<file path="src/rtl/custom_busmatrix_pkg.sv">
// Shared AHB bus-matrix definitions: transfer/burst encodings and burst length lookup.
// No logic of its own; imported by the arbiter and its burst tracker.
package custom_busmatrix_pkg;

    typedef enum logic [1:0] {
        HTRANS_IDLE   = 2'b00,
        HTRANS_BUSY   = 2'b01,
        HTRANS_NONSEQ = 2'b10,
        HTRANS_SEQ    = 2'b11
    } htrans_e;

    typedef enum logic [2:0] {
        HBURST_SINGLE = 3'b000,
        HBURST_INCR   = 3'b001,
        HBURST_WRAP4  = 3'b010,
        HBURST_INCR4  = 3'b011,
        HBURST_WRAP8  = 3'b100,
        HBURST_INCR8  = 3'b101,
        HBURST_WRAP16 = 3'b110,
        HBURST_INCR16 = 3'b111
    } hburst_e;

    // SEQ beats left after the NONSEQ before the last beat; undefined-length INCR
    // is treated as 4 beats so it can be re-arbitrated at that point.
    function automatic logic [3:0] burst_beats_remaining(input logic [2:0] hburst);
        logic [3:0] rem;
        case (hburst)
            HBURST_WRAP16, HBURST_INCR16: rem = 4'd14;
            HBURST_WRAP8,  HBURST_INCR8:  rem = 4'd6;
            HBURST_WRAP4,  HBURST_INCR4,
            HBURST_INCR:                  rem = 4'd2;
            default:                      rem = 4'd0;
        endcase
        return rem;
    endfunction

endpackage

</file>
<file path="src/rtl/custom_busmatrix_wrr_arbiter_if.sv">
// Request/burst/grant bundle between an output port's bus logic and its WRR arbiter.
// master drives requests and the owner's transfer signals; slave is the arbiter.
interface custom_busmatrix_wrr_arbiter_if #(
    parameter int NUM_PORTS = 4,
    parameter int WEIGHT_W  = 4,
    parameter int PORT_W    = $clog2(NUM_PORTS)
);
    logic [NUM_PORTS-1:0]          req_port;
    logic [NUM_PORTS*WEIGHT_W-1:0] weight;
    logic                          HREADYM;
    logic                          HSELM;
    logic [1:0]                    HTRANSM;
    logic [2:0]                    HBURSTM;
    logic                          HMASTLOCKM;
    logic [PORT_W-1:0]             addr_in_port;
    logic                          no_port;
    logic                          grant_change;

    modport master (
        output req_port, weight, HREADYM, HSELM, HTRANSM, HBURSTM, HMASTLOCKM,
        input  addr_in_port, no_port, grant_change
    );

    modport slave (
        input  req_port, weight, HREADYM, HSELM, HTRANSM, HBURSTM, HMASTLOCKM,
        output addr_in_port, no_port, grant_change
    );
endinterface

</file>
<file path="src/rtl/custom_busmatrix_burst_tracker.sv">
// Tracks whether the current owner is inside a burst that must not be split.
// next_burst_hold is combinational from this cycle's inputs; state frozen while HREADYM=0.
module custom_busmatrix_burst_tracker
    import custom_busmatrix_pkg::*;
(
    input  logic       HCLK,
    input  logic       HRESETn,
    input  logic       HSELM,
    input  logic [1:0] HTRANSM,
    input  logic [2:0] HBURSTM,
    input  logic       HREADYM,
    output logic       next_burst_hold,
    output logic       burst_hold
);

    logic [3:0] remain_q, remain_nxt;
    logic       hold_q, hold_nxt;
    logic [1:0] early_q, early_nxt;

    always_comb begin
        remain_nxt = remain_q;
        hold_nxt   = hold_q;
        if (!HSELM || HTRANSM == HTRANS_IDLE) begin
            remain_nxt = 4'd0;
            hold_nxt   = 1'b0;
        end else begin
            case (HTRANSM)
                HTRANS_NONSEQ: begin
                    remain_nxt = burst_beats_remaining(HBURSTM);
                    // second back-to-back INCR already ran 4 beats: let others in
                    hold_nxt   = (HBURSTM != HBURST_SINGLE) &&
                                 !(HBURSTM == HBURST_INCR && early_q == 2'd1);
                end
                HTRANS_SEQ: begin
                    if (remain_q == 4'd0) hold_nxt = 1'b0;
                    else                  remain_nxt = remain_q - 4'd1;
                end
                default: begin
                end
            endcase
        end

        early_nxt = early_q;
        if (!hold_nxt)
            early_nxt = 2'd0;
        else if (HTRANSM == HTRANS_NONSEQ && hold_q)
            early_nxt = early_q + 2'd1;
    end

    always_ff @(posedge HCLK or negedge HRESETn) begin
        if (!HRESETn) begin
            remain_q <= 4'd0;
            hold_q   <= 1'b0;
            early_q  <= 2'd0;
        end else if (HREADYM) begin
            remain_q <= remain_nxt;
            hold_q   <= hold_nxt;
            early_q  <= early_nxt;
        end
    end

    assign next_burst_hold = hold_nxt;
    assign burst_hold      = hold_q;

endmodule

</file>
<file path="src/rtl/custom_busmatrix_wrr_arbiter.sv">
// Weighted round-robin owner selection for one bus-matrix output port.
// One-cycle registered grant; everything freezes while HREADYM=0.
module custom_busmatrix_wrr_arbiter
    import custom_busmatrix_pkg::*;
#(
    parameter int NUM_PORTS = 4,
    parameter int PORT_W    = $clog2(NUM_PORTS),
    parameter int WEIGHT_W  = 4
) (
    input  logic                          HCLK,
    input  logic                          HRESETn,
    custom_busmatrix_wrr_arbiter_if.slave bus
);

    logic [PORT_W-1:0]   grant_q, grant_nxt;
    logic                no_port_q, no_port_nxt;
    logic                grant_change_q;
    logic [WEIGHT_W-1:0] credit_q   [NUM_PORTS];
    logic [WEIGHT_W-1:0] credit_nxt [NUM_PORTS];
    logic [WEIGHT_W-1:0] w_eff      [NUM_PORTS];
    logic [WEIGHT_W-1:0] owner_cred_nxt;
    logic                beat;
    logic                next_burst_hold;
    logic                burst_hold;
    logic                lo_vld, rr_vld;
    logic [PORT_W-1:0]   lo_idx, rr_idx;
    int                  pos;

    custom_busmatrix_burst_tracker u_burst (
        .HCLK            (HCLK),
        .HRESETn         (HRESETn),
        .HSELM           (bus.HSELM),
        .HTRANSM         (bus.HTRANSM),
        .HBURSTM         (bus.HBURSTM),
        .HREADYM         (bus.HREADYM),
        .next_burst_hold (next_burst_hold),
        .burst_hold      (burst_hold)
    );

    // A zero weight still grants one beat per turn
    always_comb begin
        for (int i = 0; i < NUM_PORTS; i++) begin
            w_eff[i] = (bus.weight[i*WEIGHT_W +: WEIGHT_W] == '0) ?
                       WEIGHT_W'(1) : bus.weight[i*WEIGHT_W +: WEIGHT_W];
        end
    end

    assign beat = !no_port_q && bus.HSELM &&
                  (bus.HTRANSM == HTRANS_NONSEQ || bus.HTRANSM == HTRANS_SEQ);
    assign owner_cred_nxt = (beat && credit_q[grant_q] != '0) ?
                            credit_q[grant_q] - WEIGHT_W'(1) : credit_q[grant_q];

    // Lowest-index requester, and first requester after the owner (owner excluded)
    always_comb begin
        lo_vld = 1'b0;
        lo_idx = '0;
        for (int i = NUM_PORTS - 1; i >= 0; i--) begin
            if (bus.req_port[i]) begin
                lo_vld = 1'b1;
                lo_idx = PORT_W'(i);
            end
        end
        rr_vld = 1'b0;
        rr_idx = '0;
        pos    = 0;
        for (int k = NUM_PORTS - 1; k >= 1; k--) begin
            pos = int'(grant_q) + k;
            if (pos >= NUM_PORTS) pos = pos - NUM_PORTS;
            if (bus.req_port[pos]) begin
                rr_vld = 1'b1;
                rr_idx = PORT_W'(pos);
            end
        end
    end

    always_comb begin
        grant_nxt            = grant_q;
        no_port_nxt          = no_port_q;
        credit_nxt           = credit_q;
        credit_nxt[grant_q]  = owner_cred_nxt;
        if (bus.HMASTLOCKM || next_burst_hold) begin
            grant_nxt = grant_q;
        end else if (no_port_q) begin
            if (lo_vld) begin
                grant_nxt          = lo_idx;
                no_port_nxt        = 1'b0;
                credit_nxt[lo_idx] = w_eff[lo_idx];
            end
        end else if (bus.req_port[grant_q] && owner_cred_nxt != '0) begin
            grant_nxt = grant_q;
        end else if (rr_vld) begin
            grant_nxt          = rr_idx;
            credit_nxt[rr_idx] = w_eff[rr_idx];
        end else if (bus.HSELM) begin
            credit_nxt[grant_q] = w_eff[grant_q];
        end else begin
            no_port_nxt = 1'b1;
        end
    end

    always_ff @(posedge HCLK or negedge HRESETn) begin
        if (!HRESETn) begin
            grant_q        <= '0;
            no_port_q      <= 1'b1;
            grant_change_q <= 1'b0;
            for (int i = 0; i < NUM_PORTS; i++) credit_q[i] <= '0;
        end else if (bus.HREADYM) begin
            grant_q        <= grant_nxt;
            no_port_q      <= no_port_nxt;
            grant_change_q <= (grant_nxt != grant_q) || (no_port_nxt != no_port_q);
            credit_q       <= credit_nxt;
        end
    end

    assign bus.addr_in_port = grant_q;
    assign bus.no_port      = no_port_q;
    assign bus.grant_change = grant_change_q;

endmodule
</file>
<file path="src/flat_wrapper.sv">
// flat-port wrapper written by rule: the top's interface ports become plain ports
module custom_busmatrix_wrr_arbiter_flat import custom_busmatrix_pkg::*;
#(
    parameter int NUM_PORTS = 4,
    parameter int PORT_W    = $clog2(NUM_PORTS),
    parameter int WEIGHT_W  = 4
)
  (HCLK, HRESETn, bus_req_port, bus_weight, bus_HREADYM, bus_HSELM, bus_HTRANSM, bus_HBURSTM, bus_HMASTLOCKM, bus_addr_in_port, bus_no_port, bus_grant_change);
  custom_busmatrix_wrr_arbiter_if #(.NUM_PORTS(NUM_PORTS), .WEIGHT_W(WEIGHT_W), .PORT_W(PORT_W)) bus_i ();
  input  logic HCLK;
  input  logic HRESETn;
  input wire logic [$bits(bus_i.req_port)-1:0] bus_req_port;
  input wire logic [$bits(bus_i.weight)-1:0] bus_weight;
  input wire logic [$bits(bus_i.HREADYM)-1:0] bus_HREADYM;
  input wire logic [$bits(bus_i.HSELM)-1:0] bus_HSELM;
  input wire logic [$bits(bus_i.HTRANSM)-1:0] bus_HTRANSM;
  input wire logic [$bits(bus_i.HBURSTM)-1:0] bus_HBURSTM;
  input wire logic [$bits(bus_i.HMASTLOCKM)-1:0] bus_HMASTLOCKM;
  output wire logic [$bits(bus_i.addr_in_port)-1:0] bus_addr_in_port;
  output wire logic [$bits(bus_i.no_port)-1:0] bus_no_port;
  output wire logic [$bits(bus_i.grant_change)-1:0] bus_grant_change;
  assign bus_i.req_port = bus_req_port;
  assign bus_i.weight = bus_weight;
  assign bus_i.HREADYM = bus_HREADYM;
  assign bus_i.HSELM = bus_HSELM;
  assign bus_i.HTRANSM = bus_HTRANSM;
  assign bus_i.HBURSTM = bus_HBURSTM;
  assign bus_i.HMASTLOCKM = bus_HMASTLOCKM;
  assign bus_addr_in_port = bus_i.addr_in_port;
  assign bus_no_port = bus_i.no_port;
  assign bus_grant_change = bus_i.grant_change;
  custom_busmatrix_wrr_arbiter #(.NUM_PORTS(NUM_PORTS), .PORT_W(PORT_W), .WEIGHT_W(WEIGHT_W)) u_core (.HCLK(HCLK), .HRESETn(HRESETn), .bus(bus_i));
endmodule
</file>
<file path="config.mk">
export PLATFORM = sky130hd
export DESIGN_NAME = custom_busmatrix_wrr_arbiter_flat
export DESIGN_NICKNAME = d
export VERILOG_FILES = /design/src/rtl/custom_busmatrix_pkg.sv /design/src/rtl/custom_busmatrix_wrr_arbiter_if.sv /design/src/rtl/custom_busmatrix_burst_tracker.sv /design/src/rtl/custom_busmatrix_wrr_arbiter.sv /design/src/flat_wrapper.sv
export SDC_FILE = /design/constraint.sdc
export NUM_CORES = 1
export LEC_CHECK = 0
export CORE_MARGIN = 1.5
export CORE_UTILIZATION = 59
export CTS_CLUSTER_DIAMETER = 50
export DETAILED_ROUTE_END_ITERATION = 12
export MAX_ROUTING_LAYER = met4
export PLACE_DENSITY = 0.91
export SYNTH_ARGS = -nofsm -noshare
export SYNTH_HDL_FRONTEND = slang
export SYNTH_SLANG_ARGS = --single-unit
</file>
<file path="constraint.sdc">
create_clock -name HCLK -period 3.8 [get_ports HCLK]
set_input_delay 0.57 -clock HCLK [delete_from_list [all_inputs] [get_ports HCLK]]
set_output_delay 0.57 -clock HCLK [all_outputs]
set_load 0.005 [all_outputs]
</file>
==> impl_metrics.toml <==
[global_route]
grt_max_degree = 31
grt_pass1_vias = 3502
gr-total-overflow = 0
antenna_found_initial = 0
track_usage_pct = 39.6
grt_pass1_wl_mm = 18.1

[synthesis]
synth_area_leaders = "dfrtp_1 20%, nor2_1 6.8%, a21oi_1 5.6%"
synthFlopType = "dfrtp_1"
ys_seq_elements = 27
synth_edf_count = 0
synth_cell_type_count = 65
synth_area_mm2 = 0.00333
synth_most_common_cell = "nor2_1"
syn_inst = 436
avgSynthCellArea_um2 = 7.64
synth_largest_area_cell = "dfrtp_1"
synth_top_cell_area_share_pct = 19.5
ys_warn_count = 0
synthArstFlopShare_pct = 100
ys_seq_area_share_pct = 20.3
ys_top_cells_by_count = "60 x nor2_1, 37 x a21oi_1, 34 x nand2_1, 27 x o21ai_0, 26 x dfrtp_1"
syn-num-nets = 474

[sta]
period_needed_ns = 3.42
maxSlewViolCount = 0
grt_setup_unrepaired = "no"
slew_headroom_pct = 54.4
tns_ns = 0
hold_viol = 0
tightest_slew_ns = 0.678
holdWs_ns = 0.511
setup_viol = 0
postLayoutSetupSlackWorst_ns = 0.382
fmax_ghz = 0.293
clock_skew_ns = 0.00516
fin_crit_sh_pct = 89.9

[die]
die_y_um = 78.2
rows = 27
initial_core_util_pct = 60.9
core-area_mm2 = 0.00547
dieArea_mm2 = 0.00611
dieWidth_um = 78.2
io_pins = 34

[layout]
area_delta_synth_final_pct = 12.5
fin_cells = 526
nFillCells = 467
final_net_count = 493
drive_above_1_share_pct = 11.7
fin_util_pct = 68.5
final_cell_area_mm2 = 0.00375
antenna_cells = 0

[route]
routed_via_density = 7.28
wl_met3_mm = 1.54
highest-signal-layer = "met4"
wl_met2_mm = 5.26
wl_met1_mm = 4.37
drt-total-wl_mm = 11.7
drc = 0
dr.first_iter.drc_count = 498
post_drt_wl_per_cell_um = 22.3
vias = 3827
drtPass1Iterations = 6
drtAntennaViolNets = 0

[pwr]
power_density_mw_per_mm2 = 821
total_power_mw = 3.08
p_int_mw = 1.43
seq_power_share_pct = 18.0
power.switching_mw = 1.65
clkPwrFrac_pct = 6.0
power_frac_comb_pct = 76.0
power.leakage_nw = 1.39
irDropWorstVdd_mv = 0.445
swShare_pct = 53.6

[status]
status = "completed"

[clock_tree]
cts_hold_buffers = 0
cts.clk_slew.worst_paths_ns = 0.11
clk_latency_ns = 0.29
cts_inserted_buffers = 3
clock_sinks = 27
cts_tree = "done"
cts_root_buf = "clkbuf_8"
ctsResizeCount = 0
cts_max_level = 1
clockBufferDepth = 2
post-cts-setup-buffers = 0

[critical_path]
arrival_ns = 3.63
cp.required_ns = 4.01
crit_path_max_fanout = 11
crit_type = "flip-flop to flip-flop"
worstSetupStartpointType = "flip-flop"
crit_path_end_kind = "flip-flop"

[placed_design]
gp_congestion = 1.10
dp_worst_setup_slack_ns = 0.377
dp.cells = 522
io_buffers = 33
hpwl_mm = 8.57
post_dp_cell_area_mm2 = 0.00370

[min_path]
hold_path_class = "flip-flop to flip-flop"

[flow_run]
cap_violations = 0
==> critical path, cell delays in order (launching register included) <==
cell	delay, ns
dfrtp_1	0.45
mux4_2	0.60
inv_1	0.09
ha_1	0.19
nand4b_1	0.18
a211oi_2	0.53
and2_4	0.29
a31oi_4	0.20
a21oi_1	0.47
o21ai_1	0.11
a211oi_1	0.23
==> metal layers <==
metal  track usage (%)  vias up
li1                  -     1697
met1              50.2     1740
met2              59.0      335
met3              8.37       55
met4              22.0        0
met5                 -        -
==> power groups by stage <==
| stage | Combinational [mW] | Sequential (mW) | Clock (mW) |
|---|---|---|---|
| global placement | 2.21 | 0.538 | 0 |
| CTS | 2.25 | 0.538 | 0.181 |
| detailed placement | 2.24 | 0.544 | 0 |
| floorplan | 1.76 | 0.482 | 0 |
| global route | 2.50 | 0.559 | 0.192 |
| finish | 2.34 | 0.555 | 0.183 |
==> placed cells by master, fill, tap and decap left out, drive strengths merged, types with 9 or more instances in the layout <==
cell           Yosys  final
nor2              60     60
a21oi             37     37
nand2             34     34
clkdlybuf4s50      0     33
o21ai             33     33
dfrtp             26     26
mux2i             16     16
nor3              16     16
buf                9     15
inv               13     13
mux2              12     12
a211oi            11     11
a31oi             10     10
nand3              9      9
==> layout make-up <==
cell class / count / area, um2 / share of cell area [%]
clock buffers: 3 / 41.3 / 1.10
clock inverters: 1 / 5.00 / 0.134
inverters: 13 / 48.8 / 1.30
multi-input cells: 362 / 2440 / 65.2
flip-flops and latches: 27 / 677 / 18.1
well taps: 72 / 90.1 / 2.40
repair buffers: 48 / 443 / 11.8
==> registers in the layout (all words and copies together), names as in the netlist <==
name                       cells
u_core.bus.addr_in_port        2
u_core.u_burst.remain_q        4
u_core.bus.no_port             1
u_core.bus.grant_change        1
u_core.u_burst.early_q         2
u_core.credit_q               16
u_core.u_burst.burst_hold      1
==> worst paths after layout <==
kind	slack [ns]	startpoint	cells after the start	to
worst max-delay path	0.38	u_core.bus.addr_in_port[0]	10	u_core.credit_q[3]
worst min-delay path	0.51	u_core.u_burst.early_q[1]	2	u_core.u_burst.early_q[1]
worst max register to register	0.38	u_core.bus.addr_in_port[0]	10	u_core.credit_q[3]
worst min register to register	0.51	u_core.u_burst.early_q[1]	2	u_core.u_burst.early_q[1]
max in group asynchronous	2.81	HRESETn	2	u_core.bus.no_port
min in group asynchronous	0.66	HRESETn	2	u_core.u_burst.early_q[1]
==> kinds of logic after synthesis <==
family | after synthesis | synth area share [%]
fa+ha+maj | 8 | 3.00
mux | 36 | 14.3
buf+inv | 47 | 6.38
flops | 27 | 20.3
xor+xnor | 2 | 0.751
simple gates | 163 | 23.8
compound gates | 153 | 31.5
Power figures use the tool's default switching activity.
